[src/rtl/softex_pkg.sv]
// Shared types for the softex accumulator row sequencer: FSM states,
// per-job configuration and the default length-field width.
package softex_pkg;

    localparam int unsigned DEFAULT_LEN_WIDTH = 16;

    typedef enum logic [2:0] {
        IDLE,
        ACCUM,
        DRAIN,
        WAIT_RES,
        OUT
    } acc_seq_state_e;

    typedef struct packed {
        logic [DEFAULT_LEN_WIDTH-1:0] row_len;
        logic [DEFAULT_LEN_WIDTH-1:0] n_rows;
    } acc_seq_cfg_t;

endpackage

[src/rtl/softex_acc_seq_cnt.sv]
// Loadable, clearable up-counter with an equality terminal-count flag.
// Used for both the element-in-row and row-in-job counts.
module softex_acc_seq_cnt #(
    parameter int unsigned WIDTH = 16
) (
    input  logic             clk_i,
    input  logic             rst_ni,
    input  logic             clr_i,
    input  logic             load_i,
    input  logic [WIDTH-1:0] load_val_i,
    input  logic             inc_i,
    input  logic [WIDTH-1:0] term_val_i,
    output logic             term_o
);

    logic [WIDTH-1:0] cnt_q;
    logic [WIDTH-1:0] cnt_d;

    always_comb begin
        cnt_d = cnt_q;
        if (clr_i) begin
            cnt_d = '0;
        end else if (load_i) begin
            cnt_d = load_val_i;
        end else if (inc_i) begin
            cnt_d = cnt_q + WIDTH'(1);
        end
    end

    // NOTE: state registers use non-blocking assignments so every flop
    // samples pre-edge values regardless of process evaluation order.
    always_ff @(posedge clk_i or negedge rst_ni) begin
        if (!rst_ni) begin
            cnt_q <= '0;
        end else begin
            cnt_q <= cnt_d;
        end
    end

    // Equality compare only: the count never needs to pass the terminal value.
    assign term_o = (cnt_q == term_val_i);

endmodule

[src/rtl/softex_acc_row_seq.sv]
// Row sequencer for the softex accumulator: streams addends and correction
// factors per row, triggers the reciprocal phase and forwards each result.
module softex_acc_row_seq
    import softex_pkg::*;
#(
    parameter int unsigned ADD_WIDTH = 32,
    parameter int unsigned MUL_WIDTH = 16,
    parameter int unsigned ACC_WIDTH = 32,
    parameter int unsigned LEN_WIDTH = DEFAULT_LEN_WIDTH
) (
    input  logic                 clk_i,
    input  logic                 rst_ni,
    input  logic                 clear_i,
    input  logic                 start_i,
    input  logic [LEN_WIDTH-1:0] row_len_i,
    input  logic [LEN_WIDTH-1:0] n_rows_i,
    output logic                 busy_o,
    output logic                 done_o,
    output logic                 err_o,
    input  logic                 in_valid_i,
    output logic                 in_ready_o,
    input  logic [ADD_WIDTH-1:0] in_data_i,
    input  logic                 fact_valid_i,
    output logic                 fact_ready_o,
    input  logic [MUL_WIDTH-1:0] fact_i,
    output logic                 acc_add_valid_o,
    output logic [ADD_WIDTH-1:0] acc_add_o,
    output logic                 acc_mul_valid_o,
    output logic [MUL_WIDTH-1:0] acc_mul_o,
    input  logic                 acc_ready_i,
    output logic                 acc_clear_o,
    output logic                 acc_inv_o,
    input  logic                 acc_valid_i,
    input  logic [ACC_WIDTH-1:0] acc_acc_i,
    output logic                 out_valid_o,
    input  logic                 out_ready_i,
    output logic [ACC_WIDTH-1:0] out_data_o
);

    acc_seq_state_e        state_q, state_d;
    acc_seq_cfg_t          cfg_q, cfg_d;
    logic [ACC_WIDTH-1:0]  result_q, result_d;
    logic                  clear_pulse_q, clear_pulse_d;
    logic                  inv_q, inv_d;
    logic                  done_q, done_d;
    logic                  err_q, err_d;

    logic                  cnt_rst;
    logic                  elem_load;
    logic                  elem_inc;
    logic                  elem_last;
    logic                  row_load;
    logic                  row_inc;
    logic                  row_last;

    softex_acc_seq_cnt #(
        .WIDTH (LEN_WIDTH)
    ) u_elem_cnt (
        .clk_i      (clk_i),
        .rst_ni     (rst_ni),
        .clr_i      (cnt_rst),
        .load_i     (elem_load),
        .load_val_i ('0),
        .inc_i      (elem_inc),
        .term_val_i (cfg_q.row_len - LEN_WIDTH'(1)),
        .term_o     (elem_last)
    );

    softex_acc_seq_cnt #(
        .WIDTH (LEN_WIDTH)
    ) u_row_cnt (
        .clk_i      (clk_i),
        .rst_ni     (rst_ni),
        .clr_i      (cnt_rst),
        .load_i     (row_load),
        .load_val_i ('0),
        .inc_i      (row_inc),
        .term_val_i (cfg_q.n_rows - LEN_WIDTH'(1)),
        .term_o     (row_last)
    );

    // NOTE: every variable written here gets a default first; a path that
    // leaves one unassigned would infer a latch.
    always_comb begin
        state_d         = state_q;
        cfg_d           = cfg_q;
        result_d        = result_q;
        clear_pulse_d   = 1'b0;
        inv_d           = 1'b0;
        done_d          = 1'b0;
        err_d           = 1'b0;
        cnt_rst         = 1'b0;
        elem_load       = 1'b0;
        row_load        = 1'b0;
        row_inc         = 1'b0;
        in_ready_o      = 1'b0;
        fact_ready_o    = 1'b0;
        acc_add_valid_o = 1'b0;
        acc_mul_valid_o = 1'b0;

        if (clear_i) begin
            state_d       = IDLE;
            result_d      = '0;
            clear_pulse_d = 1'b1;
            cnt_rst       = 1'b1;
        end else begin
            unique case (state_q)
                IDLE: begin
                    if (start_i) begin
                        if (row_len_i == '0 || n_rows_i == '0) begin
                            err_d = 1'b1;
                        end else begin
                            cfg_d.row_len = row_len_i;
                            cfg_d.n_rows  = n_rows_i;
                            clear_pulse_d = 1'b1;
                            elem_load     = 1'b1;
                            row_load      = 1'b1;
                            state_d       = ACCUM;
                        end
                    end
                end
                ACCUM: begin
                    // Operands are held back during the clear cycle so they
                    // cannot collide with the accumulator reset.
                    if (!clear_pulse_q) begin
                        in_ready_o      = acc_ready_i;
                        fact_ready_o    = acc_ready_i;
                        acc_add_valid_o = in_valid_i;
                        acc_mul_valid_o = fact_valid_i;
                        if (in_valid_i && acc_ready_i && elem_last) begin
                            state_d = DRAIN;
                        end
                    end
                end
                DRAIN: begin
                    if (acc_ready_i) begin
                        inv_d   = 1'b1;
                        state_d = WAIT_RES;
                    end
                end
                WAIT_RES: begin
                    if (acc_valid_i) begin
                        result_d = acc_acc_i;
                        state_d  = OUT;
                    end
                end
                OUT: begin
                    if (out_ready_i) begin
                        if (row_last) begin
                            done_d  = 1'b1;
                            state_d = IDLE;
                        end else begin
                            row_inc       = 1'b1;
                            elem_load     = 1'b1;
                            clear_pulse_d = 1'b1;
                            state_d       = ACCUM;
                        end
                    end
                end
                default: state_d = IDLE;
            endcase
        end
    end

    assign elem_inc = in_valid_i & in_ready_o;

    always_ff @(posedge clk_i or negedge rst_ni) begin
        if (!rst_ni) begin
            state_q       <= IDLE;
            cfg_q         <= '0;
            result_q      <= '0;
            clear_pulse_q <= 1'b0;
            inv_q         <= 1'b0;
            done_q        <= 1'b0;
            err_q         <= 1'b0;
        end else begin
            state_q       <= state_d;
            cfg_q         <= cfg_d;
            result_q      <= result_d;
            clear_pulse_q <= clear_pulse_d;
            inv_q         <= inv_d;
            done_q        <= done_d;
            err_q         <= err_d;
        end
    end

    assign busy_o      = (state_q != IDLE);
    assign done_o      = done_q;
    assign err_o       = err_q;
    assign acc_clear_o = clear_pulse_q;
    assign acc_inv_o   = inv_q;
    assign acc_add_o   = in_data_i;
    assign acc_mul_o   = fact_i;
    assign out_valid_o = (state_q == OUT);
    assign out_data_o  = result_q;

endmodule
[config.mk]
export PLATFORM = sky130hd
export DESIGN_NAME = softex_acc_row_seq
export DESIGN_NICKNAME = d
export VERILOG_FILES = /design/src/rtl/softex_pkg.sv /design/src/rtl/softex_acc_seq_cnt.sv /design/src/rtl/softex_acc_row_seq.sv
export SDC_FILE = /design/constraint.sdc
export NUM_CORES = 1
export LEC_CHECK = 0
export BUFFER_PORTS_ARGS = -buffer_cell sky130_fd_sc_hd__buf_2
export CAP_MARGIN = 40
export CORE_UTILIZATION = 47
export CTS_BUF_LIST = sky130_fd_sc_hd__clkbuf_8
export DETAILED_ROUTE_END_ITERATION = 16
export PLACE_DENSITY = 0.79
export RECOVER_POWER = 50
export SLEW_MARGIN = 15
export SYNTH_ARGS = -nofsm -noshare
export SYNTH_HDL_FRONTEND = slang
export SYNTH_SLANG_ARGS = --single-unit
[constraint.sdc]
create_clock -name clk_i -period 2.92 [get_ports clk_i]
set_input_delay 0.292 -clock clk_i [delete_from_list [all_inputs] [get_ports clk_i]]
set_output_delay 0.292 -clock clk_i [all_outputs]
set_load 0.01 [all_outputs]
==> results of run 1 <==
[registers in the layout, indices dropped and copies added, names as in the netlist]
register          cells
acc_inv_o             1
u_row_cnt.cnt_q      16
done_o                1
cfg_q                32
state_q               3
u_elem_cnt.cnt_q     16
acc_clear_o           1
out_data_o           32
err_o                 1
[synth_stat cells, types with 6 or more instances]
library cell and n:
nor4_1 15, clkbuf_1 24, buf_4 52, and3_1 8
nand2_1 93, nand4_1 13, nor2_1 36, or4_1 10
a21oi_1 51, o21ai_0 13, xnor2_1 34, dfrtp_1 103
mux2_2 32, nand2b_1 6, inv_1 11, or3_1 10
o31ai_1 8, xor2_1 24, nand3_1 20, nor3_1 16
[repair_timing]
action | 4_1_cts | 5_1_grt
pin swaps | 0 | 33
hold buffers | 1 | 0
cloned | 0 | 2
hold endpoints to repair | 45 | 0
endpoints found under the setup margin | 3 | 30
setup buffers | 1 | 4
gates resized for setup | 0 | 47
[cells in the final DEF (no fill, tap or decap), types with 4 or more instances in the layout]
cell type    n
nor3_1      13
o211ai_1     4
a21oi_1     44
buf_2       79
nand3_1     20
o21ai_0     12
dfrtp_1    103
clkbuf_8    10
xnor2_1     34
nor2_1      29
clkbuf_1    34
nor4_1      13
nand2_1     93
inv_1       11
buf_4       32
mux2_2      32
o31ai_1      8
xor2_1      24
nand2b_1     6
nand4_1     13
buf_6        4
nor2_2       4
and2_1       4
nand3b_1     4
or3_1        6
nor2b_1      4
and3_1       8
or3_4        4
or4_1        8
a21oi_2      7
[logic make-up after synthesis]
family | Yosys count | share of synthesized area [%]
muxes | 35 | 6.37
adders and majority gates | 4 | 0.816
xor gates and xnor gates | 58 | 8.28
AOI/OAI and AO/OA | 102 | 10.8
and+or+nand+nor | 262 | 22.2
buffers and inverters | 96 | 9.57
DFF | 103 | 42.0
[worst paths after layout]
check,startpoint,to,cells past startpoint
max,cfg_q[1],u_row_cnt.cnt_q[9],12
min,acc_acc_i[5],out_data_o[5],3
max reg2reg,cfg_q[1],u_row_cnt.cnt_q[9],12
min reg2reg,out_data_o[3],out_data_o[3],2
max in group asynchronous,rst_ni,u_elem_cnt.cnt_q[15],3
min in group asynchronous,rst_ni,u_row_cnt.cnt_q[15],2
[stage by stage]
| step | setup WS [ns] | TNS [ns] |
|---|---|---|
| after floorplan | 0.133 | 0 |
| after global placement | 0.146 | 0 |
| after detailed placement | 0.00774 | 0 |
| after CTS | 0.00360 | 0 |
| after global routing | -0.166 | -2.50 |
| final | -0.0590 | -0.194 |
[power by group]
| group | internal [W] | switching [W] | leakage (nW) | total, W |
|---|---|---|---|---|
| Clock | 0.000521 | 0.000529 | 0.121 | 0.00105 |
| Combinational | 0.000402 | 0.000420 | 1.43 | 0.000821 |
| Sequential | 0.00153 | 0.000130 | 1.36 | 0.00166 |
[layout make-up]
class                      count  area, um^2  share of cell area, %
antenna                        1        2.50                 0.0352
clock buffer                  10         138                   1.94
clock inverter                 6         100                   1.41
inverter                      11        41.3                  0.581
multi-input combinational    462        3160                   44.4
sequential                   103        2580                   36.3
tap                          172         215                   3.03
timing repair buffer         154         876                   12.3
[critical path, stage by stage, from the launching register on]
cell      delay, ns
dfrtp_1        0.39
inv_1          0.06
ha_2           0.17
or4b_4         0.50
nor3_4         0.26
mux2i_1        0.24
mux2i_1        0.14
a22oi_4        0.21
o311ai_4       0.13
buf_12         0.18
buf_6          0.12
or3_4          0.36
a21oi_2        0.14
[routing by layer]
layer | wire [um] | track usage [%] | vias to the layer above
met5 | 0 | 0 | -
met4 | 324 | 7.26 | 0
met3 | 1050 | 6.23 | 40
met2 | 7400 | 35.4 | 202
met1 | 6300 | 29.3 | 2496
li1 | - | - | 2431
==> flow_summary.json, run 1 <==
{
  "run_status": "complete, but fails checks",
  "violations": "setup timing",
  "min_period_over_period_pct": 102,
  "clock_sinks": 103,
  "ys_types": 62,
  "grt_start_max_net_pins": 59,
  "drc": 0,
  "required_ns": 3.24,
  "finalInstanceArea_um2": 7110,
  "first_iter_violations": 413,
  "leakage_nw": 2.92,
  "grt_pass1_vias": 4571,
  "cp_data_arrival_time_ns": 3.30,
  "synth_cells": 660,
  "yosys_register_bits": 103,
  "cts_tree": "done",
  "worst_slack_ns": -0.0590,
  "synth_area_per_cell_um2": 9.29,
  "io_buffers": 114,
  "postRouteAntennaNets": 0,
  "fmax_mhz": 336,
  "fin_skew_ns": 0.0180,
  "wl_per_cell_um": 16.4,
  "clk_latency_ns": 0.39,
  "synth_nets": 785,
  "cts_buffers": 9,
  "dr.pass1.iters": 5,
  "synth_area_leader_cell": "dfrtp_1",
  "syn_to_final_growth_pct": 15.9,
  "ir_worst_vdd_v": 0.000406,
  "holdWs_ns": 0.125,
  "tightestPinTransition_ns": 1.13,
  "grt_pass1_wl_um": 23300,
  "hold_class": "in2reg",
  "synth_ff_type": "dfrtp_1",
  "worstSetupPathType": "reg2reg",
  "worstSetupEndpointType": "register",
  "maxCapViolCount": 0,
  "drive_above_1_share_pct": 29.0,
  "netlist_top_cells_area": "dfrtp_1 (42%), buf_4 (6.4%), mux2_2 (5.9%), nand2_1 (5.7%), xnor2_1 (4.9%)",
  "core_area_um2": 12700,
  "synth-warning-count": 0,
  "initial_core_util_pct": 48.4,
  "htreeDepth": 3,
  "syn_area_um2": 6130,
  "period_needed_ns": 2.98,
  "grt_overflow": 0,
  "finish.utilization_pct": 56.1,
  "finalNetCount": 866,
  "yosysSeqAreaShare_pct": 42.0,
  "viasPerCell": 5.62,
  "total_power_w": 0.00353,
  "die_x_um": 116,
  "wirelength_um": 15100,
  "fin_cells": 919,
  "ys_async_sr_fraction_pct": 100,
  "clk_pin_slew_ns": 0.11,
  "vias": 5169,
  "die_y_um": 116,
  "cts_root_buf": "clkbuf_8",
  "placed_cell_area_um2": 6650,
  "dp_cells": 894,
  "gp_congestion": 0.876,
  "setup_viol": 10,
  "n_fill_cell": 1143,
  "synth-edff-count": 0,
  "hold_viol_final": 0,
  "cts.path.max_buffers": 2,
  "slew_viol_final": 0,
  "track_usage_pct": 22.2,
  "rsz0062_at_grt": "true",
  "dieArea_um2": 13500,
  "rrSetupSlack_ns": -0.06,
  "hpwlAfterDp_um": 10500,
  "synth.top_cell.area_share_pct": 42.0,
  "powerDensity_nw_per_um2": 497,
  "pin_count": 211,
  "critPathLaunchType": "register",
  "slew_headroom_pct": 25.0,
  "antenna_found_initial": 0,
  "fp-row-count": 41,
  "path_max_fanout": 7
}
No activity file was read; power rests on OpenSTA's default activity.
==> run 2: changes to the inputs <==
--- a/config.mk
+++ b/config.mk
@@ -12,6 +12,7 @@
 export DETAILED_ROUTE_END_ITERATION = 16
 export PLACE_DENSITY = 0.79
 export RECOVER_POWER = 50
+export SKIP_LAST_GASP = 1
 export SLEW_MARGIN = 15
 export SYNTH_ARGS = -nofsm -noshare
 export SYNTH_HDL_FRONTEND = slang
==> run 2 against run 1 <==
The run still ends with setup timing left. Fmax down 0.41%. Sequential share of layout area increased by 0.21 points. Clock-buffer cell count unchanged. Sequential power hardly changed. Largest power group unchanged. Routed wire length decreased by 0.32%. Register-to-register slack about the same.
==> flow_summary.json, run 2 (same netlist as run 1, synthesis figures left out) <==
{
  "switching_share_pct": 30.3,
  "wl_met2_um": 7420,
  "max_stage_delay_ns": 0.50,
  "layout_commonest_cell": "dfrtp_1",
  "pin_count": 211,
  "initial_core_util_pct": 48.4,
  "critPathLaunchType": "register",
  "p_seq_share_pct": 47.1,
  "finalNetCount": 866,
  "grt_pass1_wl_um": 23300,
  "fin_skew_ns": 0.0188,
  "cp_common_cell": "mux2i_1",
  "violations": "setup timing",
  "crit_family": "simple AND/OR/NAND/NOR gates",
  "dieArea_um2": 13500,
  "fp-row-count": 41,
  "cts_buffers": 9,
  "min_period_over_period_pct": 102,
  "powerDensity_nw_per_um2": 497,
  "maxCapViolCount": 0,
  "setup_tns_ns": -0.252,
  "gp_congestion": 0.876,
  "rsz0062_at_grt": "true",
  "slowest_stage": "or4b_4",
  "grt_start_max_net_pins": 59,
  "viasPerCell": 5.65,
  "tightestPinTransition_ns": 1.13,
  "worst_slack_ns": -0.0713,
  "power_frac_clock_pct": 29.8,
  "drive_above_1_share_pct": 28.4,
  "cts.path.max_buffers": 2,
  "slew_headroom_pct": 24.6,
  "drc": 0,
  "first_iter_violations": 384,
  "slew_viol_final": 0,
  "leakage_nw": 2.92,
  "mostFrequentLayoutCells": "dfrtp_1 (103), nand2_1 (93), buf_2 (79)",
  "path_cells": "inv_1, ha_2, or4b_4, nor3_4, mux2i_1, mux2i_1, a22oi_4, o311ai_4, buf_12, buf_6, or3_1, a21oi_2",
  "m1WireLength_um": 6160,
  "rrSetupSlack_ns": -0.07,
  "cts_tree": "done",
  "die_x_um": 116,
  "worstSetupPathType": "reg2reg",
  "path_max_fanout": 7,
  "clock_sinks": 103,
  "period_needed_ns": 2.99,
  "cp_data_arrival_time_ns": 3.30,
  "cp_num_buf_inv": 3,
  "cts_root_buf": "clkbuf_8",
  "wirelength_um": 15000,
  "total_power_w": 0.00351,
  "clk_pin_slew_ns": 0.10,
  "io_buffers": 114,
  "fin_cells": 919,
  "worstSetupEndpointType": "register",
  "vias": 5192,
  "track_usage_pct": 22.2,
  "required_ns": 3.23,
  "top_layer": "met4",
  "dr.pass1.iters": 5,
  "p_int_w": 0.00245,
  "wl_met3_um": 1160,
  "dp_cells": 894,
  "die_y_um": 116,
  "setup_viol": 9,
  "antenna_found_initial": 0,
  "syn_to_final_growth_pct": 15.2,
  "wl_per_cell_um": 16.3,
  "grt_overflow": 0,
  "postRouteAntennaNets": 0,
  "grt_pass1_vias": 4571,
  "hold_class": "in2reg",
  "ir_worst_vdd_v": 0.000402,
  "power_frac_comb_pct": 23.1,
  "switching_power_w": 0.00106,
  "hpwlAfterDp_um": 10500,
  "core_area_um2": 12700,
  "hold_viol_final": 0,
  "run_status": "complete, but fails checks",
  "fmax_mhz": 334,
  "clk_latency_ns": 0.39,
  "htreeDepth": 3
}
[run 2: path summary, 6_finish.rpt]
check,cells after the start,end,startpoint
min in group asynchronous,2,u_row_cnt.cnt_q[15],rst_ni
worst max register to register,12,u_row_cnt.cnt_q[9],cfg_q[1]
worst min register to register,2,out_data_o[3],out_data_o[3]
worst max-delay path,12,u_row_cnt.cnt_q[9],cfg_q[1]
max in group asynchronous,3,out_data_o[27],rst_ni
worst min-delay path,3,out_data_o[5],acc_acc_i[5]
[run 2: worst register-to-register path, cell delays in order (launching register included)]
cell      delay, ns
dfrtp_1        0.39
inv_1          0.06
ha_2           0.17
or4b_4         0.50
nor3_4         0.26
mux2i_1        0.24
mux2i_1        0.14
a22oi_4        0.21
o311ai_4       0.13
buf_12         0.18
buf_6          0.13
or3_1          0.36
a21oi_2        0.15
[run 2: timing repair]
item                                    CTS  global route
endpoints found under the setup margin    3            30
cloned                                    0             2
pin swaps                                 0            31
buffers inserted                          1             4
hold endpoints to repair                 45             0
hold buffers                              1             0
resized for setup                         0            41
[run 2: routing by layer]
| metal | global-route usage (%) | vias to the layer above |
|---|---|---|
| li1 | - | 2425 |
| met1 | 29.3 | 2504 |
| met2 | 35.4 | 227 |
| met3 | 6.23 | 36 |
| met4 | 7.26 | 0 |
| met5 | 0 | - |
[run 2: cell type report]
class | instances | area, um^2
clock inverters | 6 | 100
diodes | 1 | 2.50
flip-flops and latches | 103 | 2580
multi-input cells | 462 | 3120
fillers | 1152 | 5610
clock buffers | 10 | 138
well taps | 172 | 215
repair buffers | 154 | 876
inverters | 11 | 41.3
[run 2: stage by stage]
stage	setup slack, ns	utilization (%)	area (um^2)	hold WS, ns
after floorplan	0.133	-	6130	-0.00359
after global placement	0.146	52.5	6650	0.338
after detailed placement	0.00774	52.5	6650	0.339
after CTS	0.00360	54.5	6910	0.102
after global routing	-0.183	55.7	7060	0.105
final	-0.0713	55.8	7070	0.128
[run 2: power groups by stage]
stage | Sequential, W | Clock [W] | Combinational, W
6_report | 0.00165 | 0.00105 | 0.000812
5_1_grt | 0.00167 | 0.00114 | 0.000891
4_1_cts | 0.00165 | 0.00108 | 0.000785
3_5_place_dp | 0.00168 | 0 | 0.000777
3_3_place_gp | 0.00167 | 0 | 0.000758
2_1_floorplan | 0.00165 | 0 | 0.000573
==> run 3: changes to the inputs <==
--- a/config.mk
+++ b/config.mk
@@ -12,8 +12,10 @@
 export DETAILED_ROUTE_END_ITERATION = 16
 export PLACE_DENSITY = 0.79
 export RECOVER_POWER = 50
+export REMOVE_ABC_BUFFERS = 1
 export SKIP_LAST_GASP = 1
 export SLEW_MARGIN = 15
 export SYNTH_ARGS = -nofsm -noshare
 export SYNTH_HDL_FRONTEND = slang
 export SYNTH_SLANG_ARGS = --single-unit
+export TNS_END_PERCENT = 5
==> run 3 against run 2 <==
The run now ends clean. Via count shrank 1.4%. Final area is 1.7% lower. Cell count shrank 0.33%. Clock-buffer cell count rose by 1. Clock power barely moved. Combinational power decreased by 2%. First-iteration DRC count decreased by 16%. Critical path depth fell by 1. Flip-flop and latch count unchanged.
==> flow_summary.json, run 3 (same netlist as run 1, synthesis figures left out) <==
{
  "run_status": "finished, final reports clean",
  "crit_family": "simple AND/OR/NAND/NOR gates",
  "tightestPinTransition_ns": 1.35,
  "slowest_stage": "or4b_4",
  "pin_count": 211,
  "num_antenna_cells": 0,
  "cts_buffers": 9,
  "maxCapViolCount": 0,
  "cp_data_arrival_time_ns": 3.18,
  "wl_per_cell_um": 18.2,
  "period_needed_ns": 2.86,
  "path_max_fanout": 6,
  "hold_viol_final": 0,
  "finalInstanceArea_um2": 6950,
  "vias": 5119,
  "critPathLaunchType": "register",
  "dieArea_um2": 13500,
  "dr.pass1.iters": 5,
  "drc": 0,
  "gp_congestion": 0.888,
  "fp-row-count": 41,
  "cp_common_cell": "mux2i_1",
  "worstSetupEndpointType": "register",
  "setup_viol": 0,
  "die_x_um": 116,
  "hpwlAfterDp_um": 12400,
  "clock_sinks": 103,
  "cts_tree": "done",
  "initial_core_util_pct": 48.4,
  "mostFrequentLayoutCells": "dfrtp_1 (103), nand2_1 (92), buf_2 (83)",
  "max_stage_delay_ns": 0.50,
  "postRouteAntennaNets": 0,
  "slew_viol_final": 0,
  "dp_cells": 894,
  "syn_to_final_growth_pct": 13.3,
  "viasPerCell": 5.59,
  "leakage_nw": 2.91,
  "path_cells": "inv_1, ha_2, or4b_4, nor3_4, mux2i_1, mux2i_1, a22oi_4, o311ai_4, buf_6, or4_4, a21oi_2",
  "grt_pass1_vias": 4870,
  "fmax_mhz": 349,
  "cp_num_buf_inv": 2,
  "required_ns": 3.24,
  "grt_overflow": 0,
  "fin_cells": 916,
  "ir_worst_vdd_v": 0.000359,
  "hold_class": "in2reg",
  "powerDensity_nw_per_um2": 501,
  "core_area_um2": 12700,
  "grt_start_max_net_pins": 55,
  "track_usage_pct": 25.9,
  "slew_headroom_pct": 10.2,
  "placed_cell_area_um2": 6640,
  "clk_latency_ns": 0.40,
  "grt_pass1_wl_um": 26100,
  "drive_above_1_share_pct": 26.7,
  "antenna_found_initial": 0,
  "n_fill_cell": 1207,
  "rsz0062_at_grt": "true",
  "fin_skew_ns": 0.0113,
  "io_buffers": 114,
  "first_iter_violations": 322,
  "cts.path.max_buffers": 2,
  "worstSetupPathType": "reg2reg",
  "finalNetCount": 864,
  "die_y_um": 116,
  "htreeDepth": 3,
  "min_period_over_period_pct": 98.0,
  "clk_pin_slew_ns": 0.11,
  "cts_root_buf": "clkbuf_8",
  "wirelength_um": 16700,
  "layout_commonest_cell": "dfrtp_1"
}
[run 3: per-layer routing]
layer / part of all wire [%] / global-route usage, %
met2: 46 / 39.3
met3: 11 / 14.2
met5: 1.1 / 11.9
met1: 40 / 30.5
met4: 1.7 / 8.03
[run 3: final cells by class]
cell class / instances / area (um^2) / area share (%)
clock inverters: 5 / 80.1 / 1.15
well taps: 172 / 215 / 3.10
multi-input cells: 461 / 3020 / 43.5
flip-flops and latches: 103 / 2580 / 37.1
inverters: 11 / 41.3 / 0.594
clock buffers: 11 / 151 / 2.18
repair buffers: 153 / 861 / 12.4
[run 3: what timing repair did]
item,in CTS,in global routing
setup buffers,4,0
resized for setup,7,11
hold endpoints to repair,53,0
hold buffers,1,0
pin swaps,6,15
setup endpoints to repair,3,34
gates cloned,1,0
[run 3: worst paths after layout]
check | from | end | slack (ns) | cells after the start
min | acc_acc_i[9] | out_data_o[9] | 0.11 | 3
max in group asynchronous | rst_ni | cfg_q[3] | 1.27 | 3
min in group asynchronous | rst_ni | cfg_q[16] | 0.74 | 2
max | cfg_q[0] | u_row_cnt.cnt_q[14] | 0.06 | 11
min reg2reg | out_data_o[30] | out_data_o[30] | 0.53 | 2
max reg2reg | cfg_q[0] | u_row_cnt.cnt_q[14] | 0.06 | 11
[run 3: tightest hold or removal path, cell delays in order]
cell and delay, ns:
buf_2 0.09, nand2_1 0.04, a21oi_1 0.05
[run 3: report_power, final]
part / switching [W] / internal (W)
logic: 0.000396 / 0.000397
registers: 0.000118 / 0.00153
clock network: 0.000514 / 0.000530
total: 0.00103 / 0.00246
[run 3: metrics by stage]
step                      hold slack, ns  TNS (ns)  utilization, %  total power (W)  setup slack [ns]
after detailed placement           0.382   -0.0289            52.4          0.00245           -0.0249
after floorplan                 -0.00359         0               -          0.00213            0.0314
after global routing              0.0948     -1.41            54.8          0.00367           -0.0940
after global placement             0.384         0            52.4          0.00243             0.121
final                              0.114         0            54.8          0.00348            0.0580
after CTS                          0.100   -0.0618            54.8          0.00350           -0.0171
